**src/rtl/ddfs_pkg.sv**
```systemverilog
// Shared widths, midscale constant and the quarter-wave sine table for the ddfs block.
// The table is evaluated at elaboration time, so it becomes constant ROM contents.
package ddfs_pkg;

  localparam int ACC_W     = 23;
  localparam int OUT_W     = 8;
  localparam int LUT_AW    = 8;
  localparam int PHASE_W   = LUT_AW + 2;
  localparam int MAG_W     = OUT_W - 1;
  localparam int LUT_DEPTH = 1 << LUT_AW;

  localparam logic [OUT_W-1:0] MIDSCALE = 8'd128;

  typedef logic [LUT_DEPTH-1:0][MAG_W-1:0] rom_t;

  // Sample at the centre of each bin (i+0.5) so the fold at the quadrant
  // edges is exactly symmetric and no table entry is duplicated.
  function automatic rom_t gen_sine_rom();
    rom_t r;
    real  x;
    for (int i = 0; i < LUT_DEPTH; i++) begin
      x    = 127.0 * $sin(2.0 * 3.14159265358979323846 * (real'(i) + 0.5)
                          / real'(4 * LUT_DEPTH));
      r[i] = MAG_W'($rtoi(x + 0.5));
    end
    return r;
  endfunction

endpackage

```
**src/rtl/ddfs_sine_lut.sv**
```systemverilog
// Quarter-wave sine ROM: folds the phase into a table index and registers
// the magnitude together with the half-cycle sign bit.
module ddfs_sine_lut
  import ddfs_pkg::*;
(
  input  logic               clk,
  input  logic               rst,
  input  logic [PHASE_W-1:0] phase,
  output logic               sign_o,
  output logic [MAG_W-1:0]   mag_o
);

  localparam rom_t ROM = gen_sine_rom();

  logic [1:0]        quad;
  logic [LUT_AW-1:0] addr;
  logic [LUT_AW-1:0] idx;
  logic              sign_d, sign_q;
  logic [MAG_W-1:0]  mag_d, mag_q;

  // Quadrants 1 and 3 run the table backwards; quadrants 2 and 3 are negative.
  always_comb begin
    quad   = phase[PHASE_W-1 -: 2];
    addr   = phase[LUT_AW-1:0];
    idx    = quad[0] ? ~addr : addr;
    sign_d = quad[1];
    mag_d  = ROM[idx];
  end

  always_ff @(posedge clk) begin
    if (rst) begin
      sign_q <= 1'b0;
      mag_q  <= '0;
    end else begin
      sign_q <= sign_d;
      mag_q  <= mag_d;
    end
  end

  assign sign_o = sign_q;
  assign mag_o  = mag_q;

endmodule

```
**src/rtl/ddfs.sv**
```systemverilog
// Direct digital frequency synthesizer: phase accumulator, quarter-wave ROM
// and a registered offset-binary output for an external DAC.
module ddfs
  import ddfs_pkg::*;
(
  input  logic             clk,
  input  logic             rst,
  input  logic [ACC_W-1:0] fcontrol,
  output logic [OUT_W-1:0] outp
);

  logic [ACC_W-1:0]   acc_d, acc_q;
  logic [PHASE_W-1:0] phase;
  logic               lut_sign;
  logic [MAG_W-1:0]   lut_mag;
  logic [OUT_W-1:0]   outp_d, outp_q;

  // Accumulator wraps naturally at 2^ACC_W; phase is never cleared except by reset.
  always_comb begin
    acc_d = acc_q + fcontrol;
    phase = acc_q[ACC_W-1 -: PHASE_W];
  end

  ddfs_sine_lut u_lut (
    .clk    (clk),
    .rst    (rst),
    .phase  (phase),
    .sign_o (lut_sign),
    .mag_o  (lut_mag)
  );

  // Negative half maps to 127-mag so both halves span exactly 0..255.
  always_comb begin
    if (lut_sign) outp_d = (MIDSCALE - 8'd1) - {1'b0, lut_mag};
    else          outp_d = MIDSCALE + {1'b0, lut_mag};
  end

  always_ff @(posedge clk) begin
    if (rst) begin
      acc_q  <= '0;
      outp_q <= MIDSCALE;
    end else begin
      acc_q  <= acc_d;
      outp_q <= outp_d;
    end
  end

  assign outp = outp_q;

endmodule

```
**config.mk**
```make
export PLATFORM = sky130hd
export DESIGN_NAME = ddfs
export DESIGN_NICKNAME = d
export VERILOG_FILES = /design/src/rtl/ddfs_pkg.sv /design/src/rtl/ddfs_sine_lut.sv /design/src/rtl/ddfs.sv
export SDC_FILE = /design/constraint.sdc
export NUM_CORES = 1
export LEC_CHECK = 0
export ABC_AREA = 0
export BUFFER_PORTS_ARGS = -buffer_cell sky130_fd_sc_hd__buf_2
export CORE_ASPECT_RATIO = 0.75
export CORE_MARGIN = 2
export CORE_UTILIZATION = 44
export CTS_CLUSTER_DIAMETER = 200
export DETAILED_ROUTE_END_ITERATION = 8
export MAX_ROUTING_LAYER = met4
export PLACE_DENSITY_LB_ADDON = 0.2
export SLEW_MARGIN = 5
export SYNTH_ARGS = -nofsm -noshare
export SYNTH_HDL_FRONTEND = slang
export SYNTH_HIERARCHICAL = 1
export SYNTH_SLANG_ARGS = --single-unit
```
**constraint.sdc**
```tcl
create_clock -name clk -period 3.4 [get_ports clk]
set_input_delay 0.34 -clock clk [delete_from_list [all_inputs] [get_ports clk]]
set_output_delay 0.34 -clock clk [all_outputs]
set_load 0.03 [all_outputs]
```
# ---- After elaboration in Yosys (flattened, before gate mapping)
# Memories as Yosys holds them, arrays and structs flattened. A register that Yosys moved wholly into a read port is not among the register bits.
# Index checks and enable logic that the tools add are counted.
dict set report totals {
  output_inout_bits 8
  mem_count 1
  rom_bits 1792
  reg_bits 32
}
dict set report op_classes {
  muxes 2
  n_bitwise 1
  add_sub_neg 3
}
# memory depth width read_ports rd_clocked_by_memory_dff write_ports line_no
set mem_list {}
lappend mem_list {{(name not given)} 256 7 1 1 0 ddfs_sine_lut.sv:27} ;# mag_d = ROM[idx];
# op n
set op_table {}
lappend op_table {{$add 23x23->23} 1}
lappend op_table {{$mux 8} 2}
lappend op_table {{$add 8x7->8 const A} 1}
lappend op_table {{$not 8->8} 1}
lappend op_table {{$sub 7x7->8 const A} 1}

# ---- Logic depth before layout (Yosys ltp)
dict set report depth {
  word_depth 2
  mapped_depth 14
  ltp_nobuf 9
}

# ---- Hierarchy
# Netlist, hierarchy kept.
# mod n_inst area_each_um2 seq_area_each_um2 cells_per_inst
set by_module_without_submodules {}
lappend by_module_without_submodules {ddfs_sine_lut 1 2786.4 160.2 392}
lappend by_module_without_submodules {ddfs 1 2025.7 620.6 238}

# ---- Worst setup path before layout
# OpenSTA, ideal clock, no wires.
dict set report synth_path {
  path_type {register to register}
  from {register acc_q[21]}
  to {register u_lut.mag_q[0], in the netlist u_lut/mag_o[0]}
  setup_slack_ns 0.451
  t_required_ns 3.270
  path_buffers 5
  period_less_slack_ns 2.949
  arrival_time_ns 2.819
  path_stages_with_launch 14
  cell_sequence {dfxtp_1 buf_6 buf_6 buf_4 buf_4 xnor2_1 inv_1 ha_1 clkbuf_1 mux2i_1 a221oi_2 a311oi_1 a311oi_1 o22ai_1}
}
dict set report synth_between {
  elab_chain_len 1
}
# element line_no
set synth_lines {}
lappend synth_lines {{start, declared} ddfs.sv:12} ;# logic [ACC_W-1:0] acc_d, acc_q;
lappend synth_lines {{start signal, assigned} ddfs.sv:40} ;# acc_q <= '0;
lappend synth_lines {{start signal, assigned} ddfs.sv:43} ;# acc_q <= acc_d;
lappend synth_lines {{$mux 8} ddfs_sine_lut.sv:25} ;# idx = quad[0] ? ~addr : addr;
lappend synth_lines {{end, declared} ddfs_sine_lut.sv:19} ;# logic [MAG_W-1:0] mag_d, mag_q;
# No other way between the ends.
# A chain may end at the register's enable or synchronous reset.

# ---- Worst setup path in the final report
# Ends and elaborated chain as after synthesis.

==> flow_summary.ini <==
[placed_design]
placedCellCount = 766
dpl.hpwl_um = 11200
globalplace.congestion = 1.05
io_buffers = 32
place_ws_ps = 585

[clocking]
cts-buffers-inserted = 5
cts_tree = yes
clk_pin_slew_ps = 70
numClockSinks = 39
htreeDepth = 2
clock_path_buffers = 2
cts_resized = 0
root_buffer = clkbuf_16
clkLatencyLatePin_ps = 290
post_cts.repair.setup_buffers = 0
hold_buffers = 0

[sta]
tightest_slew_ps = 1090
finalClockSkew_ps = 7.34
final.setup.tns_ps = 0
rsz0062_at_grt = no
finalHoldViolations = 0
max_freq_mhz = 344
holdWs_ps = 380
timing.final.ws_setup_ps = 490
finalMaxSlewViolations = 0
finalSetupViolCount = 0
period_minus_slack_ps = 2910
slew_headroom_pct = 26.9
period_share_pct = 85.6

[global_route]
grt_max_degree = 50
grtUsageTotal_pct = 26.7
grt_first_pass_wirelength_um = 24300
grt_antenna_before_repair = 0
use_met1_pct = 39.3
grtUsageMet2_pct = 36.0
grt_pass1_vias = 4413
globalRoute.totalOverflow = 0
met3_usage_pct = 6.23
grt-busiest-layer = met1

[synthesis]
synth_ff_type = dfxtp_1
synth_cells = 630
ys_warn_count = 6
ys_seq_elements = 39
ys_seq_area_share_pct = 16.2
synth-async-reset-ratio_pct = 0
syn_avg_cell_area_um2 = 7.64
synth_edf_count = 0
syn_area_um2 = 4810
syn_nets = 686
synth_cell_type_count = 82

[setup_path]
critical_path_class = reg -> reg
start_kind = flop
crit_path_max_fanout = 14
r2r-start = acc_q[21]
r2r-end = u_lut/mag_o[0]
end_kind = flop
cp.required_ps = 3550
arrival_ps = 3060
crit_path_start = acc_q[21]
reg2reg_depth = 9
reg2reg_slack_ps = 490

[floorplan]
die_area_um2 = 11800
dieWidth_um = 125
fp.dieH_um = 94.6
start_util_pct = 44.7
core_area_um2 = 10800
rows = 33
ios = 33

[cells_and_area]
drive_above_1_share_pct = 15.1
fin_nets = 689
layoutNonFillerInstCount = 774
n_antenna_cell = 0
area_growth_pct = 4.89

[worst_hold_path]
hold_depth = 3
hold_class = in -> reg
hp-start = fcontrol[0]
whs_endpoint = acc_q[0]

[route]
avgViaCountPerCell = 6.39
drcViolationCount = 0
first_iter_violations = 676
via_count = 4948
post_drt_wl_per_cell_um = 19.7
ant_nets = 0
drt_first_pass_iters = 5
wl_um = 15300

[job]
max_cap_viol_count = 0

[outcome]
outcome = finished clean
-- routing by layer --
| layer | share of wire [%] | wire [µm] | vias up |
|---|---|---|---|
| met4 | 2.4 | 365 | 0 |
| met5 | 0 | 0 | - |
| met3 | 12 | 1770 | 38 |
| met2 | 38 | 5830 | 317 |
| met1 | 48 | 7320 | 2266 |
| li1 | - | - | 2327 |
-- cells in the final DEF (no fill, tap or decap), types with 11 or more instances in the layout --
cell and n:
o21ai_0 39, o211ai_1 11, ha_1 30, buf_2 32, o22ai_1 13, xnor2_1 21, inv_1 19, nor2_1 63
nand2_1 42, o21ai_1 13, nand3_1 21, a21oi_1 54, dfxtp_1 37, buf_4 12, a31oi_1 15, nand2b_1 18
nor2b_1 19, nor3_1 18
-- worst max-delay path, stage by stage (launching register included) --
cell,delay (ps)
dfxtp_2,360
xnor2_1,410
inv_1,180
ha_1,620
nor2b_1,150
o21ba_2,240
a221oi_2,170
a311oi_1,80
a311oi_1,390
o22ai_1,170
-- cell usage after synthesis, drive strengths merged, types with 6 or more instances --
library cell / instances / area, µm²
nor2: 65 / 249
o21ai: 58 / 313
a21oi: 56 / 288
nand2: 42 / 158
buf: 39 / 324
dfxtp: 39 / 781
ha: 30 / 375
xnor2: 23 / 216
nand3: 21 / 105
inv: 20 / 75.1
nor2b: 20 / 133
nor3: 20 / 110
nand2b: 18 / 113
a31oi: 15 / 93.8
o211ai: 13 / 116
o22ai: 13 / 81.3
xor2: 11 / 164
clkbuf: 10 / 37.5
a211oi: 9 / 67.6
mux2: 7 / 78.8
a221oi: 6 / 76.3
and2: 6 / 42.5
mux2i: 6 / 60.1
o31ai: 6 / 45.0
-- stage by stage --
stage	cell area [µm²]	utilization [%]
after floorplan	4810	-
after CTS	5050	46.8
final	5050	46.8
after global placement	4900	45.5
after global routing	5050	46.8
after detailed placement	4900	45.5
-- logic make-up after synthesis --
| kind of cell | Yosys count | synth area share, % |
|---|---|---|
| buf+inv | 69 | 9.07 |
| xor+xnor | 34 | 7.90 |
| compound gates | 227 | 32.0 |
| fa+ha+maj | 32 | 8.42 |
| mux | 16 | 4.29 |
| flops | 39 | 16.2 |
| simple gates | 213 | 22.0 |
-- sequential cells by signal (all words and copies together), names as in the netlist --
name / count
acc_q: 23
u_lut/sign_o: 1
outp: 8
u_lut/mag_o: 7
-- area by class of cell --
type | instances | area [µm²]
clock buffer | 5 | 125
timing repair buffer | 45 | 270
clock inverter | 3 | 23.8
inverter | 20 | 75.1
multi-input combinational | 522 | 3590
sequential | 39 | 783
fill | 1100 | 5730
tap | 140 | 175
-- how the worst max path moves through the flow --
| stage | to | slack, ps |
|---|---|---|
| after detailed placement | u_lut/mag_o[0] | 580 |
| after global placement | u_lut/mag_o[0] | 620 |
| final | u_lut/mag_o[0] | 490 |
| after floorplan | u_lut/mag_o[0] | 450 |
| after CTS | u_lut/mag_o[0] | 590 |
| after global routing | u_lut/mag_o[0] | 290 |
Power is left out: the tool's default activity adds up to more than one toggle a clock period on the data nets, which glitch-free logic cannot reach.
